<file path="src/rtl/data_mem_ctrl_pkg.sv">
// data_mem_pkg: shared types and address layout for the data-memory cache
// controller (data_mem_ctrl) and its line store (data_mem_line_store).
//   - state_t      : controller FSM states
//   - TAG_W/IDX_W/WORD_W and field offsets for the default geometry
//   - split_addr   : byte address -> {tag, index, word, lsb}
//   - join_addr    : {tag, index, word} -> word-aligned byte address
package data_mem_pkg;

  localparam int unsigned LINES_DEF = 32;
  localparam int unsigned WORDS_DEF = 4;
  localparam int unsigned WORD_W    = 2;
  localparam int unsigned IDX_W     = $clog2(LINES_DEF);
  localparam int unsigned WORD_LSB  = 1;
  localparam int unsigned IDX_LSB   = WORD_LSB + WORD_W;
  localparam int unsigned TAG_LSB   = IDX_LSB + IDX_W;
  localparam int unsigned TAG_W     = 16 - TAG_LSB;

  typedef enum logic [1:0] {
    IDLE,
    WB,
    FILL,
    RESP
  } state_t;

  // Field order matches the bit layout of a 16-bit byte address.
  typedef struct packed {
    logic [TAG_W-1:0]  tag;
    logic [IDX_W-1:0]  idx;
    logic [WORD_W-1:0] word;
    logic              lsb;
  } addr_fields_t;

  function automatic addr_fields_t split_addr(input logic [15:0] a);
    return addr_fields_t'(a);
  endfunction

  function automatic logic [15:0] join_addr(input logic [TAG_W-1:0]  tag,
                                            input logic [IDX_W-1:0]  idx,
                                            input logic [WORD_W-1:0] word);
    return {tag, idx, word, 1'b0};
  endfunction

endpackage

</file>
<file path="src/rtl/data_mem_ctrl_if.sv">
// data_mem_ctrl_if: MEM-stage request/response signals plus the word-serial
// backing-memory handshake.
//   slave  : the cache controller (receives Addr/DataIn/Rd/Wr and mem_ack/
//            mem_rdata/mem_err; drives DataOut/Done/Stall/CacheHit/err and
//            mem_req/mem_we/mem_addr/mem_wdata)
//   master : the pipeline plus backing memory side (opposite directions)
interface data_mem_ctrl_if;
  logic [15:0] Addr;
  logic [15:0] DataIn;
  logic        Rd;
  logic        Wr;
  logic [15:0] DataOut;
  logic        Done;
  logic        Stall;
  logic        CacheHit;
  logic        err;
  logic        mem_req;
  logic        mem_we;
  logic [15:0] mem_addr;
  logic [15:0] mem_wdata;
  logic        mem_ack;
  logic [15:0] mem_rdata;
  logic        mem_err;

  modport slave (
    input  Addr, DataIn, Rd, Wr, mem_ack, mem_rdata, mem_err,
    output DataOut, Done, Stall, CacheHit, err,
           mem_req, mem_we, mem_addr, mem_wdata
  );

  modport master (
    output Addr, DataIn, Rd, Wr, mem_ack, mem_rdata, mem_err,
    input  DataOut, Done, Stall, CacheHit, err,
           mem_req, mem_we, mem_addr, mem_wdata
  );
endinterface

</file>
<file path="src/rtl/data_mem_line_store.sv">
// data_mem_line_store: tag/valid/dirty/data arrays of the direct-mapped cache.
// Ports:
//   i_clk, i_rst      : clock, synchronous active-high reset (clears valid/dirty)
//   i_idx             : line index; o_tag/o_valid/o_dirty/o_line read it
//                       combinationally
//   i_we_word         : write i_wdata into word i_word_sel of line i_idx
//   i_inv             : clear valid and dirty of line i_idx
//   i_install, i_tag  : install tag, set valid, clear dirty (wins over i_inv)
//   i_set_dirty       : set dirty of line i_idx
module data_mem_line_store
  import data_mem_pkg::*;
#(
  parameter int unsigned LINES = LINES_DEF,
  parameter int unsigned WORDS = WORDS_DEF
) (
  input  logic                   i_clk,
  input  logic                   i_rst,
  input  logic [IDX_W-1:0]       i_idx,
  output logic [TAG_W-1:0]       o_tag,
  output logic                   o_valid,
  output logic                   o_dirty,
  output logic [WORDS-1:0][15:0] o_line,
  input  logic                   i_we_word,
  input  logic [WORD_W-1:0]      i_word_sel,
  input  logic [15:0]            i_wdata,
  input  logic                   i_inv,
  input  logic                   i_install,
  input  logic [TAG_W-1:0]       i_tag,
  input  logic                   i_set_dirty
);

  logic [LINES-1:0]       r_valid;
  logic [LINES-1:0]       r_dirty;
  logic [TAG_W-1:0]       r_tag  [LINES];
  logic [WORDS-1:0][15:0] r_data [LINES];

  assign o_tag   = r_tag[i_idx];
  assign o_valid = r_valid[i_idx];
  assign o_dirty = r_dirty[i_idx];
  assign o_line  = r_data[i_idx];

  always_ff @(posedge i_clk) begin
    if (i_rst) begin
      r_valid <= '0;
      r_dirty <= '0;
    end else begin
      if (i_inv) begin
        r_valid[i_idx] <= 1'b0;
        r_dirty[i_idx] <= 1'b0;
      end
      if (i_install) begin
        r_valid[i_idx] <= 1'b1;
        r_dirty[i_idx] <= 1'b0;
      end
      if (i_set_dirty) begin
        r_dirty[i_idx] <= 1'b1;
      end
    end
  end

  always_ff @(posedge i_clk) begin
    if (i_we_word) begin
      r_data[i_idx][i_word_sel] <= i_wdata;
    end
    if (i_install) begin
      r_tag[i_idx] <= i_tag;
    end
  end

endmodule

</file>
<file path="src/rtl/data_mem_ctrl.sv">
// data_mem_ctrl: direct-mapped, write-back, write-allocate data cache that
// answers MEM-stage requests and talks word-serially to backing memory.
// Ports:
//   clk, rst   : clock, synchronous active-high reset
//   bus        : data_mem_ctrl_if.slave (request/response + backing memory)
//   hit_count, miss_count : 16-bit saturating counters of completed,
//                error-free hits/misses; present only with
//                DATA_MEM_CTRL_STATS_EN defined
module data_mem_ctrl
  import data_mem_pkg::*;
#(
  parameter int unsigned LINES = LINES_DEF,
  parameter int unsigned WORDS = WORDS_DEF
) (
  input  logic             clk,
  input  logic             rst,
  data_mem_ctrl_if.slave   bus
`ifdef DATA_MEM_CTRL_STATS_EN
  ,
  output logic [15:0]      hit_count,
  output logic [15:0]      miss_count
`endif
);

  state_t                 r_state, w_next;
  logic [WORD_W-1:0]      r_cnt, w_cnt_nxt;
  logic                   r_err, w_err_nxt;

  addr_fields_t           w_a;
  logic [TAG_W-1:0]       w_tag;
  logic                   w_valid, w_dirty, w_hit, w_req, w_illegal;
  logic [WORDS-1:0][15:0] w_line;

  logic                   w_we_word, w_inv, w_install, w_set_dirty;
  logic [WORD_W-1:0]      w_word_sel;
  logic [15:0]            w_wdata;

  logic                   w_done, w_stall, w_hit_o, w_err_o, w_mreq, w_mwe;
  logic [15:0]            w_dout, w_maddr, w_mwdata;

  assign w_a       = split_addr(bus.Addr);
  assign w_hit     = w_valid && (w_tag == w_a.tag);
  assign w_req     = bus.Rd | bus.Wr;
  assign w_illegal = (bus.Rd & bus.Wr) | (w_req & w_a.lsb);

  data_mem_line_store #(.LINES(LINES), .WORDS(WORDS)) u_store (
    .i_clk       (clk),
    .i_rst       (rst),
    .i_idx       (w_a.idx),
    .o_tag       (w_tag),
    .o_valid     (w_valid),
    .o_dirty     (w_dirty),
    .o_line      (w_line),
    .i_we_word   (w_we_word),
    .i_word_sel  (w_word_sel),
    .i_wdata     (w_wdata),
    .i_inv       (w_inv),
    .i_install   (w_install),
    .i_tag       (w_a.tag),
    .i_set_dirty (w_set_dirty)
  );

  always_ff @(posedge clk) begin
    if (rst) begin
      r_state <= IDLE;
      r_cnt   <= '0;
      r_err   <= 1'b0;
    end else begin
      r_state <= w_next;
      r_cnt   <= w_cnt_nxt;
      r_err   <= w_err_nxt;
    end
  end

  always_comb begin
    w_next      = r_state;
    w_cnt_nxt   = r_cnt;
    w_err_nxt   = r_err;
    w_done      = 1'b0;
    w_stall     = 1'b0;
    w_hit_o     = 1'b0;
    w_err_o     = 1'b0;
    w_dout      = '0;
    w_mreq      = 1'b0;
    w_mwe       = 1'b0;
    w_maddr     = '0;
    w_mwdata    = '0;
    w_we_word   = 1'b0;
    w_word_sel  = w_a.word;
    w_wdata     = bus.DataIn;
    w_inv       = 1'b0;
    w_install   = 1'b0;
    w_set_dirty = 1'b0;

    unique case (r_state)
      IDLE: begin
        w_cnt_nxt = '0;
        w_err_nxt = 1'b0;
        if (w_illegal) begin
          w_done  = 1'b1;
          w_err_o = 1'b1;
        end else if (w_req) begin
          if (w_hit) begin
            w_done  = 1'b1;
            w_hit_o = 1'b1;
            if (bus.Rd) w_dout = w_line[w_a.word];
            if (bus.Wr) begin
              w_we_word   = 1'b1;
              w_set_dirty = 1'b1;
            end
          end else begin
            w_stall = 1'b1;
            w_next  = (w_valid && w_dirty) ? WB : FILL;
          end
        end
      end

      WB: begin
        w_stall  = 1'b1;
        w_mreq   = 1'b1;
        w_mwe    = 1'b1;
        w_maddr  = join_addr(w_tag, w_a.idx, r_cnt);
        w_mwdata = w_line[r_cnt];
        if (bus.mem_ack) begin
          if (bus.mem_err) begin
            w_inv     = 1'b1;
            w_err_nxt = 1'b1;
            w_cnt_nxt = '0;
            w_next    = RESP;
          end else if (r_cnt == 2'd3) begin
            w_cnt_nxt = '0;
            w_next    = FILL;
          end else begin
            w_cnt_nxt = r_cnt + 2'd1;
          end
        end
      end

      FILL: begin
        w_stall = 1'b1;
        w_mreq  = 1'b1;
        w_maddr = join_addr(w_a.tag, w_a.idx, r_cnt);
        if (bus.mem_ack) begin
          if (bus.mem_err) begin
            w_inv     = 1'b1;
            w_err_nxt = 1'b1;
            w_cnt_nxt = '0;
            w_next    = RESP;
          end else begin
            // Every fill word keeps the line invalid until the last word
            // installs the new tag, so an abort leaves no stale-valid line.
            w_we_word  = 1'b1;
            w_word_sel = r_cnt;
            w_wdata    = bus.mem_rdata;
            w_inv      = 1'b1;
            if (r_cnt == 2'd3) begin
              w_install = 1'b1;
              w_cnt_nxt = '0;
              w_next    = RESP;
            end else begin
              w_cnt_nxt = r_cnt + 2'd1;
            end
          end
        end
      end

      RESP: begin
        w_done    = 1'b1;
        w_err_o   = r_err;
        w_err_nxt = 1'b0;
        w_next    = IDLE;
        if (!r_err) begin
          if (bus.Rd) w_dout = w_line[w_a.word];
          if (bus.Wr) begin
            w_we_word   = 1'b1;
            w_set_dirty = 1'b1;
          end
        end
      end

      default: w_next = IDLE;
    endcase

    if (rst) begin
      w_done      = 1'b0;
      w_stall     = 1'b0;
      w_hit_o     = 1'b0;
      w_err_o     = 1'b0;
      w_dout      = '0;
      w_mreq      = 1'b0;
      w_mwe       = 1'b0;
      w_maddr     = '0;
      w_mwdata    = '0;
      w_we_word   = 1'b0;
      w_inv       = 1'b0;
      w_install   = 1'b0;
      w_set_dirty = 1'b0;
    end
  end

  assign bus.DataOut   = w_dout;
  assign bus.Done      = w_done;
  assign bus.Stall     = w_stall;
  assign bus.CacheHit  = w_hit_o;
  assign bus.err       = w_err_o;
  assign bus.mem_req   = w_mreq;
  assign bus.mem_we    = w_mwe;
  assign bus.mem_addr  = w_maddr;
  assign bus.mem_wdata = w_mwdata;

`ifdef DATA_MEM_CTRL_STATS_EN
  always_ff @(posedge clk) begin
    if (rst) begin
      hit_count  <= '0;
      miss_count <= '0;
    end else if (w_done && !w_err_o) begin
      if (w_hit_o) begin
        if (hit_count != 16'hFFFF) hit_count <= hit_count + 16'd1;
      end else begin
        if (miss_count != 16'hFFFF) miss_count <= miss_count + 16'd1;
      end
    end
  end
`endif

endmodule

</file>
<file path="src/flat_wrapper.sv">
// flat-port wrapper written by rule: the top's interface ports become plain ports
module data_mem_ctrl_flat import data_mem_pkg::*;
#(
  parameter int unsigned LINES = LINES_DEF,
  parameter int unsigned WORDS = WORDS_DEF
)
  (clk, rst, bus_Addr, bus_DataIn, bus_Rd, bus_Wr, bus_mem_ack, bus_mem_rdata, bus_mem_err, bus_DataOut, bus_Done, bus_Stall, bus_CacheHit, bus_err, bus_mem_req, bus_mem_we, bus_mem_addr, bus_mem_wdata);
  data_mem_ctrl_if bus_i ();
  input  logic clk;
  input  logic rst;
  input wire logic [$bits(bus_i.Addr)-1:0] bus_Addr;
  input wire logic [$bits(bus_i.DataIn)-1:0] bus_DataIn;
  input wire logic [$bits(bus_i.Rd)-1:0] bus_Rd;
  input wire logic [$bits(bus_i.Wr)-1:0] bus_Wr;
  input wire logic [$bits(bus_i.mem_ack)-1:0] bus_mem_ack;
  input wire logic [$bits(bus_i.mem_rdata)-1:0] bus_mem_rdata;
  input wire logic [$bits(bus_i.mem_err)-1:0] bus_mem_err;
  output wire logic [$bits(bus_i.DataOut)-1:0] bus_DataOut;
  output wire logic [$bits(bus_i.Done)-1:0] bus_Done;
  output wire logic [$bits(bus_i.Stall)-1:0] bus_Stall;
  output wire logic [$bits(bus_i.CacheHit)-1:0] bus_CacheHit;
  output wire logic [$bits(bus_i.err)-1:0] bus_err;
  output wire logic [$bits(bus_i.mem_req)-1:0] bus_mem_req;
  output wire logic [$bits(bus_i.mem_we)-1:0] bus_mem_we;
  output wire logic [$bits(bus_i.mem_addr)-1:0] bus_mem_addr;
  output wire logic [$bits(bus_i.mem_wdata)-1:0] bus_mem_wdata;
  assign bus_i.Addr = bus_Addr;
  assign bus_i.DataIn = bus_DataIn;
  assign bus_i.Rd = bus_Rd;
  assign bus_i.Wr = bus_Wr;
  assign bus_i.mem_ack = bus_mem_ack;
  assign bus_i.mem_rdata = bus_mem_rdata;
  assign bus_i.mem_err = bus_mem_err;
  assign bus_DataOut = bus_i.DataOut;
  assign bus_Done = bus_i.Done;
  assign bus_Stall = bus_i.Stall;
  assign bus_CacheHit = bus_i.CacheHit;
  assign bus_err = bus_i.err;
  assign bus_mem_req = bus_i.mem_req;
  assign bus_mem_we = bus_i.mem_we;
  assign bus_mem_addr = bus_i.mem_addr;
  assign bus_mem_wdata = bus_i.mem_wdata;
  data_mem_ctrl #(.LINES(LINES), .WORDS(WORDS)) u_core (.clk(clk), .rst(rst), .bus(bus_i));
endmodule
</file>
<file path="config.mk">
export PLATFORM = sky130hd
export DESIGN_NAME = data_mem_ctrl_flat
export DESIGN_NICKNAME = d
export VERILOG_FILES = /design/src/rtl/data_mem_ctrl_pkg.sv /design/src/rtl/data_mem_ctrl_if.sv /design/src/rtl/data_mem_line_store.sv /design/src/rtl/data_mem_ctrl.sv /design/src/flat_wrapper.sv
export SDC_FILE = /design/constraint.sdc
export NUM_CORES = 2
export LEC_CHECK = 0
export ABC_AREA = 1
export ABC_CLOCK_PERIOD_IN_PS = 5700
export CAP_MARGIN = 10
export CORE_ASPECT_RATIO = 1.4
export CORE_MARGIN = 1
export CORE_UTILIZATION = 55
export CTS_BUF_LIST = sky130_fd_sc_hd__clkbuf_16
export CTS_CLUSTER_SIZE = 10
export DETAILED_ROUTE_END_ITERATION = 8
export PLACE_DENSITY = 0.71
export SETUP_SLACK_MARGIN = 0.3
export SYNTH_ARGS = -nofsm -noshare
export SYNTH_HDL_FRONTEND = slang
export SYNTH_SLANG_ARGS = --single-unit
export TNS_END_PERCENT = 20
</file>
<file path="constraint.sdc">
create_clock -name clk -period 5.7 [get_ports clk]
set_input_delay 1.14 -clock clk [delete_from_list [all_inputs] [get_ports clk]]
set_output_delay 1.14 -clock clk [all_outputs]
set_load 0.005 [all_outputs]
</file>
==> flow_metrics.env <==
export IMPL_status="complete, but fails checks"
export IMPL_violations="design-rule violations"
export IMPL_wl_mm=286
export IMPL_cts_root_buf="clkbuf_16"
export IMPL_cts_tree="done"
export IMPL_rsz0062_at_grt="yes"
export IMPL_crit_required_ns=4.56
export IMPL_combPwrFrac_pct=9.1
export IMPL_synthFlopType="edfxtp_1"
export IMPL_viasPerCell=6.72
export IMPL_ys_seq_area_share_pct=78.0
export IMPL_fillers=10600
export IMPL_dp_hpwl_mm=172
export IMPL_area_growth_pct=20.9
export IMPL_clk_latency_ns=0.93
export IMPL_power_density_nw_per_um2=354
export IMPL_drv_slew=0
export IMPL_htree_levels=5
export IMPL_rows=175
export IMPL_drt_initial_drc_count=8615
export IMPL_grt_pass1_vias=59300
export IMPL_async_reset_ff_share_pct=0
export IMPL_drcViolationCount=9
export IMPL_relSlewSlack_pct=10.0
export IMPL_cp_max_fo=21
export IMPL_postLayoutCoreUtil_pct=67.1
export IMPL_die_w_um=345
export IMPL_synthesis_nets=6211
export IMPL_p_seq_share_pct=50.7
export IMPL_synth_avg_cell_area_um2=14.7
export IMPL_syn_area_um2=90500
export IMPL_grt_pass1_wl_mm=403
export IMPL_dp_cells=8610
export IMPL_ir_drop_mv=0.296
export IMPL_register_area_um2=70600
export IMPL_worstPathArrival_ns=4.43
export IMPL_multi_input_area_um2=18800
export IMPL_portBuffers=106
export IMPL_ys_warnings_count=0
export IMPL_ys_types=31
export IMPL_fin_nets=6876
export IMPL_postCtsHoldBufs=0
export IMPL_wl_per_cell_um=31.8
export IMPL_core_area_um2=163000
export IMPL_grt_max_degree=129
export IMPL_numCtsBuffers=288
export IMPL_p_sw_mw=8.94
export IMPL_critPathCaptureType="output pin"
export IMPL_drtAntennaViolNets=0
export IMPL_cellLeakagePower_nw=36.2
export IMPL_io_pins=108
export IMPL_dieArea_um2=166000
export IMPL_max_cap_viol_count=0
export IMPL_synth_edff_count=2304
export IMPL_final_cells=8999
export IMPL_groute_usage_overall_pct=34.0
export IMPL_path_clk_slew_ns=0.06
export IMPL_dr_pass1_iters=9
export IMPL_layout_drive_gt1_share_pct=16.9
export IMPL_die_height_um=482
export IMPL_cts_sinks=2373
export IMPL_overflow=0
export IMPL_timing_worst_setup_path_type="primary input to output pin"
export IMPL_internal_power_mw=29.8
export IMPL_ys_ff_latch=2373
export IMPL_gp_congestion=1.06
export IMPL_min_path_type="flip-flop to flip-flop"
export IMPL_antenna_found_initial=15
export IMPL_worst_slew_pin_slew_ns=1.35
export IMPL_clockBufferDepth=4
export IMPL_syn_inst=6151
export IMPL_skew_ns=0.0651
export IMPL_hold_viol_final=0
export IMPL_fin_crit_sh_pct=97.7
export IMPL_fmax_ghz=0.180
export IMPL_period_needed_ns=5.57
export IMPL_start_util_pct=55.6
export IMPL_cp_start_kind="primary input"
export IMPL_setup_viol=0
export IMPL_num_vias=60500
export IMPL_netSwitchingFraction_pct=23.1
export IMPL_pwr_share_clk_pct=40.1
-- cells by family after synthesis --
kind of cell	share of synthesized area [%]
other	0.00414
AOI/OAI and AO/OA	12.5
adders and majority gates	0.0829
buffers and inverters	2.20
DFF	78.0
and+or+nand+nor	7.23
-- stage by stage --
stage | area, um2 | TNS [ns] | setup slack (ns) | power, mW | hold slack, ns
floorplan | 90500 | 0 | 1.41 | 21.6 | 0.439
global placement | 100000 | -2.81 | -0.356 | 23.1 | 0.447
detailed placement | 100000 | -3.48 | -0.393 | 23.2 | 0.454
CTS | 109000 | 0 | 0.261 | 38.6 | 0.463
global route | 109000 | 0 | 0.123 | 39.5 | 0.481
finish | 109000 | 0 | 0.133 | 38.7 | 0.463
-- power groups by stage --
| stage | combinational (mW) | clock [mW] | sequential [mW] |
|---|---|---|---|
| after CTS | 3.36 | 15.6 | 19.6 |
| final | 3.52 | 15.5 | 19.6 |
| after global routing | 3.64 | 16.2 | 19.6 |
| after floorplan | 1.50 | 0 | 20.1 |
| after detailed placement | 3.21 | 0 | 20.0 |
| after global placement | 3.16 | 0 | 20.0 |
-- synth_stat cells (8+ instances only) --
library cell	number	area share, %
a22oi_1	1048	8.7
nor3_1	14	0.077
nand3_1	110	0.61
a21oi_1	632	3.5
dfxtp_1	69	1.5
nand4_1	35	0.24
and2_1	46	0.32
clkbuf_1	299	1.2
nor3_2	8	0.088
inv_1	98	0.41
buf_2	55	0.30
o211ai_1	22	0.18
nor2_1	251	1.0
nand2_1	926	3.8
buf_1	43	0.18
edfxtp_1	2304	76
clkinv_1	9	0.037
nor4_1	126	0.87
o21ai_0	18	0.10
-- metal layers --
metal / vias up / track usage [%] / wire length (um)
li1: 25100 / - / -
met1: 29900 / 40.6 / 94600
met2: 4549 / 54.6 / 137000
met3: 940 / 7.57 / 31300
met4: 8 / 24.6 / 22900
met5: - / 0 / 55
-- area by class of cell --
type | count | share of cell area, %
flip-flops and latches | 2373 | 64.5
inverters | 113 | 0.413
clock buffers | 296 | 6.77
repair buffers | 773 | 8.49
diodes | 12 | 0.0275
multi-input cells | 3267 | 17.2
clock inverters | 41 | 0.207
well taps | 2124 | 2.43
-- critical path: stages --
cell and delay (ns):
buf_4 0.17, inv_2 0.14, nor2_4 0.09, buf_12 0.17
buf_16 0.20, buf_6 0.21, a22oi_1 0.19, a21oi_1 0.11
nor4_2 0.52, and2_1 0.43, nand2_1 0.09, nand3_1 0.25
a21oi_1 0.13, clkdlybuf4s50_1 0.48
-- cells in the final DEF (no fill, tap or decap), drive strengths merged, types with 12 or more instances in the layout --
master	count
a22oi	1048
inv	146
o211ai	22
diode	12
nor3	22
clkbuf	301
nor2	251
o21ai	20
nand3	114
nand2	929
dfxtp	69
nor4	126
bufbuf	12
and2	52
edfxtp	2304
a21oi	632
nand4	35
buf	654
clkdlybuf4s50	99
-- final timing paths --
| check | startpoint | to | slack [ns] | cells past startpoint |
|---|---|---|---|---|
| worst max-delay path | bus_Addr[4] | bus_DataOut[3] | 0.13 | 14 |
| worst max register to register | u_core.u_store.r_tag[29][2] | u_core.u_store.r_data[3][13] | 1.68 | 21 |
| worst min register to register | u_core.u_store.r_valid[16] | u_core.u_store.r_valid[16] | 0.46 | 2 |
| worst min-delay path | u_core.u_store.r_valid[16] | u_core.u_store.r_valid[16] | 0.46 | 2 |
-- sequential cells by signal (all words and copies together), names as in the netlist --
signal / cells
u_core.r_cnt: 2
u_core.r_err: 1
u_core.r_state: 2
u_core.u_store.r_data: 2048
u_core.u_store.r_dirty: 32
u_core.u_store.r_tag: 256
u_core.u_store.r_valid: 32
-- what timing repair did --
item                                    in CTS  in global routing
endpoints found under the setup margin      34                 35
buffers inserted                            14                 10
endpoints found under the hold margin        0                  0
pin swaps                                   18                  4
gates cloned                                12                  4
resized for setup                          159                 50
Note: power is estimated with default switching activity, not from simulation.
